--- src/rtl/pc_fetch_redirect_pkg.sv ---
// Shared types and defaults for the PC / fetch front end.
// Holds fetch FSM encodings and default PC reset/step values.
package pc_fetch_redirect_pkg;

  typedef enum logic [1:0] {
    S_REQ     = 2'd0,
    S_HOLD    = 2'd1,
    S_DISCARD = 2'd2
  } fetch_state_e;

  localparam logic [31:0] RESET_PC_DEF = 32'h0000_3000;
  localparam logic [31:0] PC_STEP_DEF  = 32'd4;

  function automatic logic [31:0] word_align(
    input logic [31:0] a
  );
    return a & ~32'd3;
  endfunction

endpackage

--- src/rtl/pc_fetch_redirect_skid.sv ---
// One-entry holding register for a fetch completed under stall.
// Ports: clk, rst, i_load/i_clear, i_instr/i_pc in; o_valid/o_instr/o_pc out.
module pc_fetch_redirect_skid (
  input  logic        clk,
  input  logic        rst,
  input  logic        i_load,
  input  logic        i_clear,
  input  logic [31:0] i_instr,
  input  logic [31:0] i_pc,
  output logic        o_valid,
  output logic [31:0] o_instr,
  output logic [31:0] o_pc
);

  logic        r_valid;
  logic [31:0] r_instr;
  logic [31:0] r_pc;

  always_ff @(posedge clk or posedge rst) begin
    if (rst) begin
      r_valid <= 1'b0;
      r_instr <= '0;
      r_pc    <= '0;
    end else if (i_load) begin
      r_valid <= 1'b1;
      r_instr <= i_instr;
      r_pc    <= i_pc;
    end else if (i_clear) begin
      r_valid <= 1'b0;
      r_instr <= '0;
      r_pc    <= '0;
    end
  end

  assign o_valid = r_valid;
  assign o_instr = r_instr;
  assign o_pc    = r_pc;

endmodule

--- src/rtl/pc_fetch_redirect.sv ---
// PC + instruction fetch front end with redirect, stale-drop and stall hold.
// Ports: clk, rst, pc_src/target_pc, stall_in, imem_* handshake, if_*, flush.
module pc_fetch_redirect
  import pc_fetch_redirect_pkg::*;
#(
  parameter logic [31:0] RESET_PC = RESET_PC_DEF,
  parameter logic [31:0] PC_STEP  = PC_STEP_DEF
) (
  input  logic        clk,
  input  logic        rst,
  input  logic        pc_src,
  input  logic [31:0] target_pc,
  input  logic        stall_in,
  output logic        imem_req,
  output logic [31:0] imem_addr,
  input  logic        imem_ready,
  input  logic [31:0] imem_rdata,
  output logic        if_valid,
  output logic [31:0] if_instr,
  output logic [31:0] if_pc,
  output logic        flush
);

  fetch_state_e r_state;
  logic [31:0]  r_pc;
  logic [31:0]  r_pending;
  logic         r_if_valid;
  logic [31:0]  r_if_instr;
  logic [31:0]  r_if_pc;

  logic [31:0]  w_tgt;
  logic         w_skid_load;
  logic         w_skid_clr;
  logic         w_skid_valid;
  logic [31:0]  w_skid_instr;
  logic [31:0]  w_skid_pc;

  assign w_tgt = word_align(target_pc);

  assign w_skid_load = (r_state == S_REQ) & imem_ready
                     & ~pc_src & stall_in;
  assign w_skid_clr  = (r_state == S_HOLD)
                     & (pc_src | ~stall_in);

  pc_fetch_redirect_skid u_skid (
    .clk     (clk),
    .rst     (rst),
    .i_load  (w_skid_load),
    .i_clear (w_skid_clr),
    .i_instr (imem_rdata),
    .i_pc    (r_pc),
    .o_valid (w_skid_valid),
    .o_instr (w_skid_instr),
    .o_pc    (w_skid_pc)
  );

  always_ff @(posedge clk or posedge rst) begin
    if (rst) begin
      r_state    <= S_REQ;
      r_pc       <= RESET_PC;
      r_pending  <= '0;
      r_if_valid <= 1'b0;
      r_if_instr <= '0;
      r_if_pc    <= '0;
    end else begin
      unique case (r_state)
        S_REQ: begin
          if (imem_ready) begin
            if (pc_src) begin
              r_pc       <= w_tgt;
              r_if_valid <= 1'b0;
            end else if (stall_in) begin
              r_state <= S_HOLD;
            end else begin
              r_if_valid <= 1'b1;
              r_if_instr <= imem_rdata;
              r_if_pc    <= r_pc;
              r_pc       <= r_pc + PC_STEP;
            end
          end else if (pc_src) begin
            // Old address must stay on the bus until it completes.
            r_pending  <= w_tgt;
            r_if_valid <= 1'b0;
            r_state    <= S_DISCARD;
          end
        end
        S_HOLD: begin
          if (pc_src) begin
            r_pc       <= w_tgt;
            r_if_valid <= 1'b0;
            r_state    <= S_REQ;
          end else if (!stall_in) begin
            r_if_valid <= w_skid_valid;
            r_if_instr <= w_skid_instr;
            r_if_pc    <= w_skid_pc;
            r_pc       <= r_pc + PC_STEP;
            r_state    <= S_REQ;
          end
        end
        S_DISCARD: begin
          if (pc_src) begin
            r_if_valid <= 1'b0;
          end
          if (imem_ready) begin
            // Newest redirect wins over the pending one.
            r_pc    <= pc_src ? w_tgt : r_pending;
            r_state <= S_REQ;
          end else if (pc_src) begin
            r_pending <= w_tgt;
          end
        end
        default: r_state <= S_REQ;
      endcase
    end
  end

  assign imem_req  = ~rst & (r_state != S_HOLD);
  assign imem_addr = r_pc;
  assign if_valid  = r_if_valid;
  assign if_instr  = r_if_instr;
  assign if_pc     = r_if_pc;
  assign flush     = pc_src;

endmodule
--- config.mk ---
export PLATFORM = sky130hd
export DESIGN_NAME = pc_fetch_redirect
export DESIGN_NICKNAME = d
export VERILOG_FILES = /design/src/rtl/pc_fetch_redirect_pkg.sv /design/src/rtl/pc_fetch_redirect_skid.sv /design/src/rtl/pc_fetch_redirect.sv
export SDC_FILE = /design/constraint.sdc
export NUM_CORES = 1
export LEC_CHECK = 0
export ABC_AREA = 1
export BUFFER_PORTS_ARGS = -buffer_cell sky130_fd_sc_hd__buf_2
export CAP_MARGIN = 5
export CORE_ASPECT_RATIO = 0.7
export CORE_MARGIN = 2
export CORE_UTILIZATION = 56
export CTS_CLUSTER_DIAMETER = 100
export DETAILED_ROUTE_END_ITERATION = 10
export GPL_ROUTABILITY_DRIVEN = 1
export PLACE_DENSITY = 0.8
export SLEW_MARGIN = 20
export SYNTH_ARGS = -nofsm -noshare
export SYNTH_HDL_FRONTEND = slang
export SYNTH_SLANG_ARGS = --single-unit
--- constraint.sdc ---
create_clock -name clk -period 6.9 [get_ports clk]
set_input_delay 1.035 -clock clk [delete_from_list [all_inputs] [get_ports clk]]
set_output_delay 1.035 -clock clk [all_outputs]
set_load 0.02 [all_outputs]
**Word level (Yosys, flattened, before mapping)**

Index checks and enable logic that the tools add are counted.

- Input bits: 69
- Bits in writable memories: 0
- Bits in read-only memories: 0
- Logic and storage cells: 82
- Output and inout bits: 99
- Bits in registers: 196
- Memories: 0
- Latch bits: 0

- Bitwise gates (word level): 10
- Shift-type cells: 0
- Equal/unequal tests: 14
- Add/subtract/negate cells: 1
- Reduce and logical (&&, ||, !) cells: 10
- $mul: 0
- Magnitude comparators: 0
- Div/mod/pow operators: 0
- Muxes and demuxes: 38

Operators with widths:

| kind | count |
|---|---|
| $mux W32 | 18 |
| $pmux W32 S2 | 2 |
| $pmux W32 S3 | 1 |
| $add A32 B3 Y32 const B | 1 |
| $mux W2 | 7 |
| $ne A2 B2 Y1 const B | 6 |
| $ne A3 B3 Y1 const B | 4 |
| $mux W1 | 8 |
| $pmux W2 S3 | 1 |
| $reduce_and A3 Y1 | 2 |
| $reduce_and A6 Y1 | 1 |
| $and A1 B1 Y1 | 5 |
| $reduce_and A5 Y1 | 1 |
| $ne A4 B4 Y1 const B | 1 |
| $not A1 Y1 | 4 |
| $reduce_bool A2 Y1 | 2 |
| $pmux W1 S3 | 1 |
| $reduce_bool A3 Y1 | 1 |
| $eq A2 B1 Y1 const B | 1 |
| $eq A2 B2 Y1 const B | 1 |
| $logic_not A2 Y1 | 1 |
| $ne A2 B1 Y1 const B | 1 |
| $reduce_and A2 Y1 | 1 |
| $reduce_or A2 Y1 | 1 |
| $or A1 B1 Y1 | 1 |

**Longest topological paths before layout**

Gate-level depths: netlist of the first run.

- Depth in word-level cells: 5
- Gate-level depth with buffers: 10
- Mapped depth without buffers: 9

**Cells and area by module**

A second synthesis of the first run with hierarchy kept.

- Cell total of the unflattened synthesis: 1,273
- Area, all modules: 9,953.3 sq um

By module, submodules not included:

| module | area each (sq um) | cells an instance | times used | seq. area each (sq um) |
|---|---|---|---|---|
| pc_fetch_redirect | 7,503.4 | 997 | 1 | 3,280.6 |
| pc_fetch_redirect_skid | 2,449.8 | 276 | 1 | 1,626.6 |

**Worst setup path before layout of the first run**

OpenSTA, ideal clock, no wires.

- Kind: reg-to-output
- Start point: register r_state[1]
- End point: output port imem_req
- Path buffers: 3
- Required time: 5.865 ns
- Slack: 4.355 ns
- Cell stages (with the launch flop): 7
- Data arrival time: 1.510 ns
- Path through: dfrtp_1 > inv_1 > ha_1 > buf_2 > clkbuf_1 > clkbuf_1 > nor2_1

- Cells in the longest elaborated chain, start to end: 2

RTL lines:

| element | RTL line | RTL |
|---|---|---|
| start: declaration | pc_fetch_redirect.sv:24 | `fetch_state_e r_state;` |
| start signal: assignment | pc_fetch_redirect.sv:59 | `r_state <= S_REQ;` |
| start signal: assignment | pc_fetch_redirect.sv:73 | `r_state <= S_HOLD;` |
| start signal: assignment | pc_fetch_redirect.sv:84 | `r_state <= S_DISCARD;` |
| $ne A2 B1 Y1 | pc_fetch_redirect.sv:117 | `assign imem_req = ~rst & (r_state != S_HOLD);` |
| $and A1 B1 Y1 | pc_fetch_redirect.sv:117 |  |
| end: declaration | pc_fetch_redirect.sv:14 | `output logic imem_req,` |

Every way passes these cells.

**Worst setup path in the final report of the first run**

Ends and elaborated chain as after synthesis.

==> metrics.cfg, run 1 <==
[cells_and_area]
syn_to_final_growth_pct=14.8
share_of_layout_cells_above_drive_strength_1_pct=17.0
antenna_cells=0
fin_nets=1388

[worst_hold_path]
min_delay_path_depth=2
hold_class=reg -> reg

[route]
drt-wirelength-per-cell_um=15.3
totalWireLength_um=23700
drc=0
via_cell_ratio=5.50
count_of_vias_placed_by_the_detailed_router=8540
dr.pass1.iters=5
initialDrtViolationCount=777
drt.antenna.violating_nets=0

[cts]
cts_tree=done
clock_insertion_delay_at_the_later_pin_of_the_skew_report_ps=440
clock-sinks=196
ctsResizeCount=0
clk_pin_slew_worst_paths_ps=70
max-clock-path-buffers=2
cts.hold.buffers_added=0
cts-htree-levels=4
post-cts-setup-buffers=0
cts_made_buffers=17
root_buffer=clkbuf_16

[power_and_ir_drop]
ir_drop_mv=0.256
p_sw_mw=2.32
clock_power_share_pct=18.8
power.switching_fraction_pct=44.7
power.sequential.fraction_pct=39.2
comb_power_share_pct=42.0
power.internal_mw=2.88
overall_power_mw=5.20
power_leakage_nw=5.34
p_per_area_nw_per_um2=477

[yosys]
yosys-top-cells-area=dfrtp_1 (51%), nor2_1 (7.8%), a21oi_1 (7.5%)
postSynthNetCount=1270
synthesis.area_um2=9490
yosys_warnings=0
synth_seq_cells=196
post_synth.cell_area_avg_um2=7.94
synth_largest_area_cell=dfrtp_1
post_synth_inst_count=1196
synth_cell_type_count=40
synthDominantCellAreaShare_pct=51.2
synth_sequential_area_ratio_pct=51.7

[floorplan]
fp-row-count=39
fp.dieArea_um2=18000
height_of_the_die_um=113
floorplan.io_pins=168
chipWidth_um=160
core_area_um2=16400
floorplan.initialDensity_pct=57.7

[job]
drv.max_cap_violation_count=0

[placement]
place_hpwl_um=15600
routabilityCongestion=0.930
portBuffers=165

[sta]
max_freq_ghz=0.268
final-setup-viol-count=0
timing_max_transition_violations_final=0
worst_slew_margin_rel_pct=38.7
finalHoldViolCount=0
totalNegativeSetupSlack_ps=0
worst_pin_slew_ps=920
fin_worst_skew_ps=13.4
rsz0062_at_grt=false
fraction_of_the_cycle_the_final_worst_path_needs_pct=54.2
final_period_minus_worst_setup_slack_ps=3740

[setup_path]
type_of_element_capturing_the_critical_path=output port
cp_data_arrival_time_ps=2700
worstPathCellList=inv_1 -> ha_4 -> buf_4 -> nor2_1 -> buf_2
critical_path.slowest_cell=buf_4
worst-r2r-cell-count=6
critPathLaunchType=flop
timing.critical_path.slowest_cell_delay_ps=720
crit_fanout=85
worstPathRequired_ps=5860
timing.setup.critical_path_class=reg -> out

[global_route]
track_usage_pct=26.8
grt_ovf=0
grt_start_max_net_pins=137
grt_pass1_wl_um=39000
vias_in_the_first_global_route=7889
initial_antenna_violation_count=0

[outcome]
outcome=finished, final reports clean

[final cells by class]
cell class / count / area (um2)
Fill cell: 1429 / 5550
Sequential cell: 196 / 4910
Multi-Input combinational cell: 812 / 3800
Timing Repair Buffer: 172 / 886
Inverter: 115 / 443
Clock buffer: 18 / 439
Tap cell: 225 / 282
Clock inverter: 14 / 143
[final timing paths]
path,startpoint,slack (ps),endpoint
worst min-delay path,u_skid.o_valid,490,u_skid.o_valid
worst min register to register,u_skid.o_valid,490,u_skid.o_valid
min in group asynchronous,rst,790,if_pc[3]
worst max-delay path,r_state[1],3160,imem_req
max in group asynchronous,rst,4710,u_skid.o_instr[1]
worst max register to register,r_state[1],4390,if_pc[11]
[through the flow]
step | utilization, % | hold slack, ps | cells | cell area (um2) | setup slack, ps
after global placement | 62.7 | 458 | 1520 | 10300 | 3550
after floorplan | - | 443 | 1196 | 9490 | 528
after detailed placement | 62.7 | 474 | 1520 | 10300 | 3490
final | 66.3 | 488 | 1552 | 10900 | 3160
after global routing | 66.3 | 535 | 1552 | 10900 | 2990
after CTS | 66.2 | 492 | 1552 | 10900 | 3180
[synth_stat cells]
cell,count
nor3b_1,1
and2_1,1
o21ai_1,4
a31oi_1,3
nor2_4,2
nor2_1,197
buf_2,44
nand2_1,171
buf_4,5
a22oi_1,6
inv_1,110
clkinv_1,1
nand3b_1,1
nand4_1,3
dfstp_2,2
clkbuf_8,1
o22ai_1,16
o21ai_2,1
a21boi_0,3
nand2_2,4
dfrtp_1,194
buf_6,2
o2111a_1,1
o21a_1,2
ha_1,5
a21boi_1,7
a21oi_1,143
o21ai_0,127
nor2_2,2
nand3_1,101
o211ai_2,1
o211ai_1,3
inv_4,1
a21oi_2,1
o221ai_1,1
o31ai_1,1
or2_2,1
clkbuf_1,21
nor3_1,3
inv_2,3
[state kept, by name, indices dropped and copies added (netlist names)]
| register | count |
|---|---|
| if_instr | 32 |
| if_pc | 32 |
| if_valid | 1 |
| imem_addr | 32 |
| r_pending | 32 |
| r_state | 2 |
| u_skid.o_instr | 32 |
| u_skid.o_pc | 32 |
| u_skid.o_valid | 1 |
[cells by family (layout without fill, tap and decap cells)]
group           Yosys count  count (layout)  share of synthesized area, %
compound gates          320             320                          18.0
fa+ha+maj                 5               5                         0.659
simple gates            487             487                          21.2
flops                   196             196                          51.7
buf+inv                 188             319                          8.50
[worst max-delay path, delay by kind of cell (launching register included)]
family	cells	cell delay, ps
simple gates	1	100
fa+ha+maj	1	490
buf+inv	3	1120
flops	1	470
[routing by layer]
metal  up-vias  GRT usage, %  wire length (um)
met1      4065          38.5             10900
met5         -             0                 0
li1       4158             -                 -
met3        27          5.57              1610
met4         0          7.15               283
met2       290          41.8             10900
[cell usage in the layout (no fill, tap or decap), types with 4 or more instances in the layout]
master,count
a21oi_1,143
o22ai_1,16
o21ai_1,4
nand3_1,101
o21ai_0,127
nand2_1,170
nand2_2,5
a21boi_1,7
clkbuf_16,17
a22oi_1,6
dfrtp_1,194
buf_4,5
nor2_1,197
inv_8,4
ha_1,4
inv_1,109
buf_2,165
clkinv_4,4
[power by group through the flow]
| stage | sequential [mW] | clock [mW] | combinational (mW) |
|---|---|---|---|
| 2_1_floorplan | 2.32 | 0 | 1.22 |
| 4_1_cts | 2.03 | 0.989 | 2.20 |
| 3_3_place_gp | 2.02 | 0 | 2.12 |
| 3_5_place_dp | 2.04 | 0 | 2.18 |
| 5_1_grt | 2.10 | 1.03 | 2.45 |
| 6_report | 2.04 | 0.976 | 2.19 |
Note: power is estimated with default switching activity, not from simulation.
==> run 2, diff against run 1 <==
==> constraint.sdc (replaced) <==
create_clock -name clk -period 3.8 [get_ports clk]
set_input_delay 0.57 -clock clk [delete_from_list [all_inputs] [get_ports clk]]
set_output_delay 0.57 -clock clk [all_outputs]
set_load 0.02 [all_outputs]
==> run 2 against run 1 <==
Effect of this change: critical path depth is 3 higher; clock power rose by 90%; worst setup slack got worse by 2000 ps; total power increased by 84%; critical endpoint is now imem_addr[27]; sequential share of layout area down 0.46 points; clock skew is 3.5 ps lower; sequential cell count is the same; register-to-register slack worse by 3200 ps; non-clock buffer count is 4 higher; die area stayed put; cell area is 1.0% higher.
==> metrics.cfg, run 2 (synthesis gave the netlist of run 1 again) <==
[outcome]
outcome=finished, final reports clean

[floorplan]
fp.dieArea_um2=18000
floorplan.io_pins=168
height_of_the_die_um=113
core_area_um2=16400
floorplan.initialDensity_pct=57.7
chipWidth_um=160
fp-row-count=39

[sta]
rsz0062_at_grt=false
fin_worst_skew_ps=9.88
finalHoldViolCount=0
max_freq_ghz=0.376
totalNegativeSetupSlack_ps=0
fin_ws_ps=1140
fraction_of_the_cycle_the_final_worst_path_needs_pct=70.0
final-setup-viol-count=0
final_period_minus_worst_setup_slack_ps=2660
worst_pin_slew_ps=809
timing_max_transition_violations_final=0
worst_slew_margin_rel_pct=45.9

[power_and_ir_drop]
power.internal_mw=5.31
comb_power_share_pct=41.8
power.switching_fraction_pct=44.5
clock_power_share_pct=19.3
p_sw_mw=4.26
ir_drop_mv=0.459
power.sequential.fraction_pct=38.9
overall_power_mw=9.58
power_leakage_nw=5.39
p_per_area_nw_per_um2=870

[placement]
placedCellCount=1524
dp_slack_ps=1090
portBuffers=165
place_hpwl_um=16200
routabilityCongestion=0.957

[setup_path]
worst-r2r-cell-count=8
timing.setup.critical_path_class=reg -> reg
critical_path.slowest_cell=dfrtp_1
crit_fanout=48
worstPathRequired_ps=4130
worstPathCellList=inv_1 -> ha_1 -> o21ai_2 -> buf_4 -> o211ai_2 -> buf_12 -> nor2_1 -> a21oi_1
critPathLaunchType=flop
type_of_element_capturing_the_critical_path=flop
cp_data_arrival_time_ps=2990
timing.critical_path.slowest_cell_delay_ps=470

[cells_and_area]
layoutNonFillerInstCount=1556
utilization_pct=67.0
fin_nets=1392
mostFrequentLayoutCell=nor2_1
layout_common_cells=nor2_1 (197), dfrtp_1 (194), nand2_1 (170)
fillers=1409
syn_to_final_growth_pct=16.0
share_of_layout_cells_above_drive_strength_1_pct=17.3
antenna_cells=0

[worst_hold_path]
hold_class=in -> async

[cts]
cts_made_buffers=17
clock_insertion_delay_at_the_later_pin_of_the_skew_report_ps=450
max-clock-path-buffers=2
cts_tree=done
cts.hold.buffers_added=0
root_buffer=clkbuf_16
ctsResizeCount=0
cts-htree-levels=4
clk_pin_slew_worst_paths_ps=80
post-cts-setup-buffers=0
clock-sinks=196

[global_route]
grt_ovf=0
initial_antenna_violation_count=0
grt_start_max_net_pins=96
vias_in_the_first_global_route=8066
grt_pass1_wl_um=39400
track_usage_pct=27.3

[route]
met1Wirelength_um=10900
via_cell_ratio=5.54
count_of_vias_placed_by_the_detailed_router=8626
dr.pass1.iters=5
totalWireLength_um=23900
route.top_layer_used=met4
met3_wirelength_um=1500
drc=0
drt-wirelength-per-cell_um=15.4
drt.antenna.violating_nets=0
initialDrtViolationCount=853
met2RoutedLength_um=11000

[job]
drv.max_cap_violation_count=0

run 2: cell count changes in the layout (fill, tap and decap cells not counted), sizes merged:
| cell | before | now |
|---|---|---|
| bufinv | 0 | 1 |
| clkbuf | 18 | 17 |
| buf | 172 | 176 |
run 2: through the flow:
step / instance area (um2) / hold slack, ps
6_report: 11000 / 190
5_1_grt: 11000 / 222
3_3_place_gp: 10400 / 461
4_1_cts: 11000 / 205
3_5_place_dp: 10400 / 473
2_1_floorplan: 9490 / 443
run 2: final timing paths:
kind / startpoint / to / slack, ps
min in group clk: imem_rdata[16] / u_skid.o_instr[16] / 390
max in group asynchronous: rst / imem_addr[13] / 2800
worst min-delay path: rst / if_instr[18] / 190
worst max-delay path: r_state[1] / imem_addr[27] / 1140
worst max register to register: r_state[1] / imem_addr[27] / 1140
worst min register to register: u_skid.o_valid / u_skid.o_valid / 490
run 2: area by class of cell:
class,instances,area [um2],share of cell area [%]
flip-flops and latches,196,4910,44.6
multi-input cells,812,3800,34.5
repair buffers,176,971,8.82
inverters,115,439,3.99
clock buffers,17,425,3.86
well taps,225,282,2.56
clock inverters,15,186,1.69
run 2: power groups by stage:
stage | Clock, mW | Combinational (mW) | Sequential (mW)
4_1_cts | 1.87 | 4.00 | 3.71
5_1_grt | 1.97 | 4.47 | 3.84
3_5_place_dp | 0 | 3.98 | 3.74
2_1_floorplan | 0 | 2.22 | 4.22
3_3_place_gp | 0 | 3.85 | 3.70
6_report | 1.85 | 4.00 | 3.73
run 2: critical path, delay by kind of cell, from the launching register on:
| kind | cells | cell delay (ps) |
|---|---|---|
| adder cells (fa/ha/maj) | 1 | 300 |
| AO/OA/AOI/OAI | 3 | 710 |
| AND/OR/NAND/NOR | 1 | 170 |
| buffers and inverters | 3 | 880 |
| flip-flops | 1 | 470 |
run 2: layer usage:
layer  vias up  track usage, %
met5         -               0
met2       313            43.3
met4         0            9.03
met1      4096            38.1
li1       4173               -
met3        44            5.76
